===== config.mk =====
export PLATFORM = sky130hd
export DESIGN_NAME = pipe_reg_elastic
export DESIGN_NICKNAME = d
export VERILOG_FILES = /design/src/rtl/pipe_reg_elastic_pkg.sv /design/src/rtl/pipe_reg_elastic.sv
export SDC_FILE = /design/constraint.sdc
export NUM_CORES = 1
export LEC_CHECK = 0
export ABC_AREA = 1
export BUFFER_PORTS_ARGS = -buffer_cell sky130_fd_sc_hd__buf_4
export CAP_MARGIN = 40
export CORE_MARGIN = 1.5
export CORE_UTILIZATION = 55
export DETAILED_ROUTE_END_ITERATION = 16
export PLACE_DENSITY_LB_ADDON = 0.12
export SYNTH_ARGS = -nofsm -noshare
export SYNTH_HDL_FRONTEND = slang
export SYNTH_SLANG_ARGS = --single-unit

===== constraint.sdc =====
create_clock -name clk -period 4.36 [get_ports clk]
set_clock_uncertainty 0.15 [all_clocks]
set_input_delay 0.436 -clock clk [delete_from_list [all_inputs] [get_ports clk]]
set_output_delay 0.436 -clock clk [all_outputs]
set_load 0.05 [all_outputs]

===== src/rtl/pipe_reg_elastic_pkg.sv =====
// Shared CPU pipeline types: per-boundary payload structs, the NOP bubble constant
// and the modulo-DEPTH pointer increment used by pipe_reg_elastic.
package pipe_reg_elastic_pkg;

    localparam logic [31:0] NOP_INSTR = 32'h00000013;
    localparam int          PTR_W     = 3;

    typedef struct packed {
        logic [31:0] pc;
        logic [31:0] instr;
    } if_id_pipeline_reg;

    typedef struct packed {
        logic [31:0] pc;
        logic [31:0] rs1_val;
        logic [31:0] rs2_val;
        logic [31:0] imm;
        logic [4:0]  rd;
        logic [3:0]  alu_op;
    } id_ex_pipeline_reg;

    typedef struct packed {
        logic [31:0] alu_res;
        logic [31:0] store_val;
        logic [4:0]  rd;
        logic        mem_rd;
        logic        mem_wr;
    } ex_mem_pipeline_reg;

    typedef struct packed {
        logic [31:0] wb_val;
        logic [4:0]  rd;
        logic        reg_wr;
    } mem_wb_pipeline_reg;

    // Wraps DEPTH-1 back to 0, so non-power-of-two depths stay in range.
    function automatic logic [PTR_W-1:0] ptr_inc(input logic [PTR_W-1:0] ptr,
                                                 input int unsigned depth);
        return (ptr == PTR_W'(depth - 1)) ? '0 : ptr + 1'b1;
    endfunction

endpackage


===== src/rtl/pipe_reg_elastic.sv =====
// Elastic pipeline register: DEPTH-entry valid/ready buffer with flush and a bubble on empty.
// Optional PIPE_REG_STATS_EN adds saturating stall_cnt/full_cnt outputs.
module pipe_reg_elastic
    import pipe_reg_elastic_pkg::*;
#(
    parameter int                DATA_W = 32,
    parameter int                DEPTH  = 2,
    parameter logic [DATA_W-1:0] BUBBLE = '0
) (
    input  logic                       clk,
    input  logic                       rst,
    input  logic                       flush,
    input  logic                       in_valid,
    output logic                       in_ready,
    input  logic [DATA_W-1:0]          in_data,
    output logic                       out_valid,
    input  logic                       out_ready,
    output logic [DATA_W-1:0]          out_data,
    output logic [$clog2(DEPTH+1)-1:0] occupancy
`ifdef PIPE_REG_STATS_EN
    ,
    output logic [31:0]                stall_cnt,
    output logic [31:0]                full_cnt
`endif
);

    localparam int PW = (DEPTH > 1) ? $clog2(DEPTH) : 1;
    localparam int CW = $clog2(DEPTH + 1);

    logic [DATA_W-1:0] mem [DEPTH];
    logic [PW-1:0]     rd_ptr;
    logic [PW-1:0]     wr_ptr;
    logic [CW-1:0]     count;
    logic              push;
    logic              pop;

    // Handshake status comes only from registered count: no in_* -> out_* or out_ready -> in_ready path.
    assign in_ready  = (count < CW'(DEPTH));
    assign out_valid = (count != '0);
    assign occupancy = count;
    assign push      = in_valid && in_ready && !flush;
    assign pop       = out_valid && out_ready && !flush;
    assign out_data  = out_valid ? mem[rd_ptr] : BUBBLE;

    always_ff @(posedge clk) begin
        if (rst || flush) begin
            count  <= '0;
            rd_ptr <= '0;
            wr_ptr <= '0;
        end else begin
            if (push)
                wr_ptr <= PW'(ptr_inc(PTR_W'(wr_ptr), DEPTH));
            if (pop)
                rd_ptr <= PW'(ptr_inc(PTR_W'(rd_ptr), DEPTH));
            case ({push, pop})
                2'b10:   count <= count + 1'b1;
                2'b01:   count <= count - 1'b1;
                default: count <= count;
            endcase
        end
    end

    // Payload storage is never reset; only the control state above is.
    always_ff @(posedge clk) begin
        if (push)
            mem[wr_ptr] <= in_data;
    end

`ifdef PIPE_REG_STATS_EN
    always_ff @(posedge clk) begin
        if (rst) begin
            stall_cnt <= '0;
            full_cnt  <= '0;
        end else begin
            if (out_valid && !out_ready && !flush && (stall_cnt != '1))
                stall_cnt <= stall_cnt + 1'b1;
            if ((count == CW'(DEPTH)) && in_valid && (full_cnt != '1))
                full_cnt <= full_cnt + 1'b1;
        end
    end
`endif

endmodule


== Word level (Yosys, flattened, before mapping) ==
Memory sizes are Yosys's and may differ from the RTL's. A register that Yosys moved wholly into a read port is not among the register bits.
Cells that the tools add are included.
Word-level totals
  register bits: 4
  bits in latches: 0
  RAM bits: 64
  memory bits (read-only): 0
  bits of input ports: 37
  output and inout port bits: 36
  word-level logic and storage cells: 27
  memories: 1
Operators by class
  $add $sub $neg: 4
  multipliers: 0
  divide/modulo/power cells: 0
  magnitude comparators: 1
  equality and inequality tests: 2
  shift-type cells: 0
  mux-type cells: 8
  bitwise gates (word level): 0
  reductions and logical operators: 8
Memory list
  mem: words 2, bits a word 32, rd ports 1, clocked after memory_dff 1, write ports 1, RTL line pipe_reg_elastic.sv:30  | logic [DATA_W-1:0] mem [DEPTH];
Operators with widths (count)
  32-bit two-way mux: 1
  1-bit two-way mux: 6
  1-bit logical AND: 4
  2-bit case mux with 2 select lines: 1
  2-bit nonzero test: 2
  1-bit adder, second input constant: 2
  2-bit by 1-bit adder with 2-bit output, second input constant: 1
  2-bit by 1-bit == test with 1-bit output, second input constant: 1
  2-bit == test, second input constant: 1
  2-bit less-than comparator, second input constant: 1
  2-bit by 1-bit subtractor with 2-bit output, second input constant: 1
  1-bit logical NOT: 1
  1-bit logical OR: 1

== Depth between registers and ports, before layout ==
Gate-level depths: netlist of the first run.
  depth in word-level cells: 5
  mapped depth: 10
  depth with buffers taken out: 10

== Least setup slack after synthesis of the first run ==
No wires, ideal clock.
  kind: register to register
  from: register count[1], in the netlist occupancy[1]
  to: memory mem[0][0] (enable)
  library setup time: 0.421 ns
  arrival time: 2.513 ns
  data required time: 3.789 ns
  path slack: 1.276 ns
  stages on the path, launching flop included: 4
  buffers on the path: 0
  clock period less this slack: 3.084 ns
  cells stage by stage: dfxtp_1 > inv_1 > nand3_2 > nor2_1
Between the ends
  cells in the longest elaborated chain, start to end: 5
Ends and longest elaborated chain
  from (decl): RTL line pipe_reg_elastic.sv:33  | logic [CW-1:0] count;
  from (signal assigned): RTL line pipe_reg_elastic.sv:56  | 2'b10: count <= count + 1'b1;
  from (signal assigned): RTL line pipe_reg_elastic.sv:57  | 2'b01: count <= count - 1'b1;
  from (signal assigned): RTL line pipe_reg_elastic.sv:58  | default: count <= count;
  2-bit less-than comparator: RTL line pipe_reg_elastic.sv:38  | assign in_ready = (count < CW'(DEPTH));
  via in_ready: RTL line pipe_reg_elastic.sv:14  | output logic in_ready,
  1-bit logical AND (2 in series): RTL line pipe_reg_elastic.sv:41  | assign push = in_valid && in_ready && !flush;
  1-bit two-way mux: RTL line pipe_reg_elastic.sv:65  | if (push)
  1-bit two-way mux (implied by the code): RTL line pipe_reg_elastic.sv:66  | mem[wr_ptr] <= in_data;
  to (decl): RTL line pipe_reg_elastic.sv:30
The timed path passes the listed nets, and every way through them passes these cells.

==> results of run 1 <==
==> stage by stage <==
step	power [mW]	hold slack (ps)	std cells	instance area, um^2
final	1.278	136.7	344	3425
after global routing	1.317	122.7	344	3425
after CTS	1.284	125.0	344	3425
after detailed placement	0.8849	345.9	329	3277
after global placement	0.8781	336.1	327	3222
after floorplan	0.8272	314.5	210	2654
==> registers in the layout, indices dropped and copies added, names as in the netlist, named ones only <==
signal     cells
mem           64
occupancy      2
rd_ptr         1
wr_ptr         1
==> layout make-up <==
type,count,area [um^2]
Tap cell,54,67.56
Fill cell,342,1267
Inverter,8,30.03
Multi-Input combinational cell,123,554.3
Timing Repair Buffer,75,603.1
Clock inverter,4,16.27
Sequential cell,69,2022
Clock buffer,11,131.4
==> kinds of logic (layout without fill, tap and decap cells) <==
logic type	after synthesis	after routing	share of synthesized area, %
AO/OA/AOI/OAI	35	35	6.648
XOR/XNOR	1	1	0.3301
AND/OR/NAND/NOR	86	86	12.87
buffers and inverters	18	98	3.489
flip-flops	69	69	76.19
adder cells (fa/ha/maj)	1	1	0.4714
==> metal layers <==
metal	GRT usage (%)	wire length, um	vias up
met2	34.57	2632	55
met1	23.67	2161	848
li1	-	-	877
met4	11.32	91	0
met3	4.722	248	9
met5	0	0	-
==> cells in the mapped netlist <==
master	n	area share (%)
nand3_1	1	0.19
nor2_1	11	1.6
nor3_1	1	0.19
nor2_4	1	0.42
a21oi_1	33	6.2
nand3_2	1	0.38
buf_2	5	0.94
ha_1	1	0.47
buf_4	5	1.4
a31oi_1	1	0.24
nand2_1	70	9.9
dfxtp_1	5	3.8
o21ai_0	1	0.19
inv_1	6	0.85
edfxtp_1	64	72
inv_2	2	0.28
nand4_1	1	0.24
xor2_1	1	0.33
==> power by group through the flow <==
stage | Clock [mW] | Combinational (mW) | Sequential [mW]
6_report | 0.408 | 0.122 | 0.748
5_1_grt | 0.439 | 0.130 | 0.749
4_1_cts | 0.413 | 0.123 | 0.748
3_5_place_dp | 0 | 0.122 | 0.762
3_3_place_gp | 0 | 0.116 | 0.762
2_1_floorplan | 0 | 0.0635 | 0.764
==> how the worst min path moves through the flow <==
stage	to	from	cells after the start	slack, ps
final	occupancy[0]	rst	2	140
after global routing	mem[1][13]	in_data[13]	1	120
after CTS	occupancy[0]	rst	2	120
after detailed placement	rd_ptr	rd_ptr	2	350
after global placement	rd_ptr	rd_ptr	2	340
after floorplan	register	rd_ptr	2	310
==> worst max-delay path: cells and delay by family (launching register included) <==
family / cells / cell delay, ps
compound gates: 1 / 240
buf+inv: 3 / 950
simple gates: 1 / 100
flops: 1 / 300
==> metrics.md, run 1 <==
| Metric | Value |
|---|---|
| Post-synthesis cell type count | `18` |
| PwrDens | `between 300 and 400 nW/um^2` |
| Peak Freq | `approximately 400 MHz` |
| R2r setup slk | `around 2300 ps` |
| P_int | `slightly below 1 mW` |
| Clk network pwr share | `roughly a third` |
| Ant diodes | `0` |
| Post-synthesis cell count | `210` |
| TritonCTS Buffers | `9` |
| Sw frac | `between 20% and 30%` |
| Synthesized area | `2654 um^2` |
| Initial antenna violation count | `0` |
| Final setup margin | `approximately 1900 ps` |
| NetSw | `between 0.2 and 0.3 mW` |
| Final nets | `324` |
| Initial DRC count | `approximately 120` |
| CTS H-Tree Depth | `3` |
| RSZ-0062 raised after global routing | `no` |
| Max Buffers Root-to-Sink | `2` |
| DIE HEIGHT | `~72 um` |
| Synth warn | `0` |
| Slowest CP cell | `inv_2` |
| Row cnt | `25` |
| Leak | `between 1 and 1.5 nW` |
| Max-Cap Viols | `0` |
| Finish-stage setup viols | `0` |
| Critical R2R Launch | `occupancy[0]` |
| Drc violations | `0` |
| Worst path required time | `approximately 3800 ps` |
| CP Capture Point | `out_data[2]` |
| Hold_buf cts | `0` |
| Fraction of layout cells with a size suffix above 1 | `a little under a third` |
| Routed Wire Length | `slightly above 5000 um` |
| Max-slew violations | `0` |
| Total global routing overflow | `0` |
| HPWL after detailed placement | `3267 um` |
| Die W | `~72 um` |
| Fin util | `between 70% and 80%` |
| Post-route antenna net violation count | `0` |
| Worst hold path class | `input pin to register` |
| Placement Setup Slack | `around 2200 ps` |
| Sequential area share after synthesis | `approximately three quarters` |
| RR Endpoint | `occupancy[1]` |
| GP Congestion | `about 0.77` |
| Setup CP Type | `register to output port` |
| Fin crit period | `2501 ps` |
| Mean Syn Cell Area | `12.64 um^2` |
| FF+latch count, synth | `69` |
| Vias in the first global route | `1773` |
| IO Pins | `between 70 and 80` |
| GRT Util Overall | `between 20 and 25%` |
| Arr. time, crit path | `1920 ps` |
| Vias/cell | `5.201` |
| Final Cycle Share | `57.37%` |
| Slew @ Worst Pin | `roughly 780 ps` |
| Clock Latency Late Sink | `320 ps` |
| CTS tree | `done` |
| Comb power frac | `9.5%` |
| Layout area overhead | `29.04%` |
| Clock sinks | `69` |
| Critical path capture point type | `output port` |
| Sequential fraction of design power | `between 50% and 60%` |
| Port bufs | `72` |
| Drt wl/cell | `14.92 um` |
| Crit path launch type | `register` |
| CTS-repair resized insts | `0` |
| Clk slew on worst S/H paths | `approximately 70 ps` |
| Most frequent cells in the layout | `buf_4 (73), nand2_1 (70), edfxtp_1 (64)` |
| Die outline area | `roughly 5300 um^2` |
| Core Area | `around 4700 um^2` |
| Drt pass-1 iters | `4` |
| Setup Fix Bufs, Post-CTS | `0` |
| Status | `completed` |
| Worst VDD drop | `~0.24 mV` |
| Global-route wire length before repair | `7783 um` |
| Via count of the routed design | `~1800` |
| Mapped Nets | `roughly 250` |
| Commonest non-fill, non-tap cell in the layout | `buf_4` |
| Worst R2R Path Depth | `10` |
| Critical path cell sequence | `buf_4, inv_2, nand2_1, a21oi_1, buf_4` |
| Largest net degree at the start of global routing | `34` |
| Fin. Hold Viols | `0` |
| CP peak stage delay | `460 ps` |
| Clock root buffer | `clkbuf_8` |
| Setup TNS | `0 ps` |
| Crit-path max FO | `33` |
| Initial core utilization | `56.56%` |
| Worst slew margin | `48.12%` |
| CP dominant cell by count | `buf_4` |
No activity file was read; power rests on OpenSTA's default activity.
==> run 2, diff against run 1 <==
CORE_UTILIZATION = 51   (was 55)
clock period = 2.4 ns   (was 4.36 ns; I/O delays follow)
==> run 2 against run 1 <==
  * Register-to-register slack worse by 1900 ps
  * Cell area increased by 10%
  * Routed wire length increased by 5.4%
  * Via count up 6.4%
  * Non-clock buffer count up 38
  * Worst hold slack worse by 96 ps
  * Clock-buffer cell count increased by 1
  * Global-route usage is 0.068 points higher
  * Power is 85% higher
  * Worst setup slack got worse by 1600 ps
  * Sequential power increased by 82%
  * Cell count rose by 16%
  * Highest routed layer unchanged
==> metrics.md, run 2 (synthesized netlist as in run 1, its figures left out) <==
| Metric | Value |
|---|---|
| Layout area overhead | `42.29%` |
| RSZ-0062 raised after global routing | `no` |
| Max Buffers Root-to-Sink | `2` |
| GP Congestion | `0.7739` |
| Crit path launch type | `register` |
| Global-route wire length before repair | `approximately 8000 um` |
| Total global routing overflow | `0` |
| Top reg by flops | `mem` |
| Commonest non-fill, non-tap cell in the layout | `buf_4` |
| Final nets | `362` |
| Sequential fraction of design power | `57.5%` |
| Placed Area | `approximately 3300 um^2` |
| Hold Path End | `wr_ptr` |
| Post-route antenna net violation count | `0` |
| IO Pins | `73` |
| Largest net degree at the start of global routing | `33` |
| Routed Wire Length | `5411 um` |
| Clk slew on worst S/H paths | `around 70 ps` |
| Final setup margin | `278.9 ps` |
| Clk network pwr share | `between 30% and 40%` |
| Vias in the first global route | `between 1500 and 2000` |
| TritonCTS Buffers | `9` |
| Worst hold path class | `input pin to register` |
| Max-Cap Viols | `0` |
| GRT Util Overall | `20.32%` |
| Vias/cell | `about 4.8` |
| Status | `completed` |
| Fin. Hold Viols | `0` |
| CTS H-Tree Depth | `3` |
| Comb power frac | `about 11%` |
| Drt wl/cell | `~14 um` |
| CTS-repair resized insts | `0` |
| Via count of the routed design | `1903` |
| Worst path required time | `2010 ps` |
| Critical R2R Launch | `occupancy[1]` |
| Finish-stage setup viols | `0` |
| Placement Setup Slack | `576.6 ps` |
| Worst VDD drop | `between 0.4 and 0.5 mV` |
| Worst slew margin | `around 62%` |
| Fin util | `roughly three quarters` |
| Core Area | `a little over 5000 um^2` |
| CTS tree | `done` |
| Slew @ Worst Pin | `approximately 570 ps` |
| Most frequent cells in the layout | `buf_4 (79), nand2_1 (70), edfxtp_1 (64)` |
| Min-Delay Startpoint | `in_valid` |
| Clock sinks | `roughly 70` |
| Drc violations | `0` |
| DIE HEIGHT | `roughly 75 um` |
| Clock Latency Late Sink | `330 ps` |
| R2r setup slk | `about 310 ps` |
| HPWL after detailed placement | `about 3100 um` |
| Leak | `1.515 nW` |
| Critical path capture point type | `output port` |
| Initial antenna violation count | `0` |
| Row cnt | `26` |
| RR Endpoint | `occupancy[0]` |
| Final Cycle Share | `88.38%` |
| Initial core utilization | `a little over half` |
| Fraction of layout cells with a size suffix above 1 | `29.27%` |
| Die W | `75.14 um` |
| Sw frac | `22.67%` |
| Arr. time, crit path | `between 1500 and 2000 ps` |
| Initial DRC count | `a little under 80` |
| Crit-path max FO | `17` |
| Setup CP Type | `register to output port` |
| Setup TNS | `0 ps` |
| Max-slew violations | `0` |
| Die outline area | `roughly 5600 um^2` |
| P_int | `1.829 mW` |
| Max reg flops | `between 60 and 70` |
| Peak Freq | `471.5 MHz` |
| Drt pass-1 iters | `4` |
| Clock root buffer | `clkbuf_8` |
| Ant diodes | `0` |
| Port bufs | `72` |
| PwrDens | `626.4 nW/um^2` |
| WHS Path Cells | `3` |
| Fin crit period | `roughly 2100 ps` |
| Design area | `roughly 3800 um^2` |
| Power consumption | `around 2.4 mW` |
| NetSw | `between 0.5 and 0.6 mW` |
| Worst R2R Path Depth | `6` |
==> run 2: cell count changes in the layout (fill, tap and decap cells not counted), sizes merged <==
cell,change
dlygate4sd3,+34
buf,+4
clkbuf,+1
clkinv,-1
==> run 2: worst max-delay path, stage by stage, from the launching register on <==
cell and delay (ps):
dfxtp_1 480, nor2_4 70, buf_4 200, buf_4 210, a21oi_1 190, buf_4 230
==> run 2: routing by layer <==
metal,wire length (um),track usage (%),part of all wire [%]
met5,0,0,0
met4,133,12.70,2.5
met3,334,5.622,6.2
met2,2751,33.33,51
met1,2191,23.77,40
==> run 2: layout make-up <==
class | count | area (um^2)
clock buffers | 12 | 135.1
clock inverters | 3 | 13.76
fillers | 347 | 1299
inverters | 8 | 30.03
multi-input cells | 123 | 554.3
flip-flops and latches | 69 | 2022
well taps | 70 | 87.58
repair buffers | 113 | 933.4
==> run 2: how the worst max path moves through the flow <==
stage | start | endpoint | slack (ps) | cells past startpoint
2_1_floorplan | occupancy[1] | mem[0][0] | -180 | 3
3_3_place_gp | occupancy[0] | occupancy[1] | 600 | 10
3_5_place_dp | occupancy[1] | occupancy[1] | 580 | 10
4_1_cts | occupancy[0] | occupancy[0] | 40 | 8
5_1_grt | occupancy[1] | occupancy[0] | 190 | 6
6_report | occupancy[0] | out_data[2] | 280 | 5
==> run 2: repair_timing <==
action / in CTS / in global routing
setup endpoints to repair: 0 / 1
hold buffers: 34 / 0
hold endpoints to repair: 65 / 0
setup buffers: 0 / 1
==> run 2: power by group through the flow <==
stage	logic [mW]	clock network, mW	registers (mW)
global route	0.282	0.803	1.36
CTS	0.261	0.760	1.36
floorplan	0.116	0	1.39
global placement	0.215	0	1.38
detailed placement	0.217	0	1.38
finish	0.264	0.743	1.36
==> run 2: through the flow <==
stage | hold WS [ps] | instances
finish | 40.50 | 398
detailed placement | 266.9 | 348
global placement | 261.6 | 348
global route | 60.98 | 398
floorplan | 166.8 | 210
CTS | 34.05 | 397
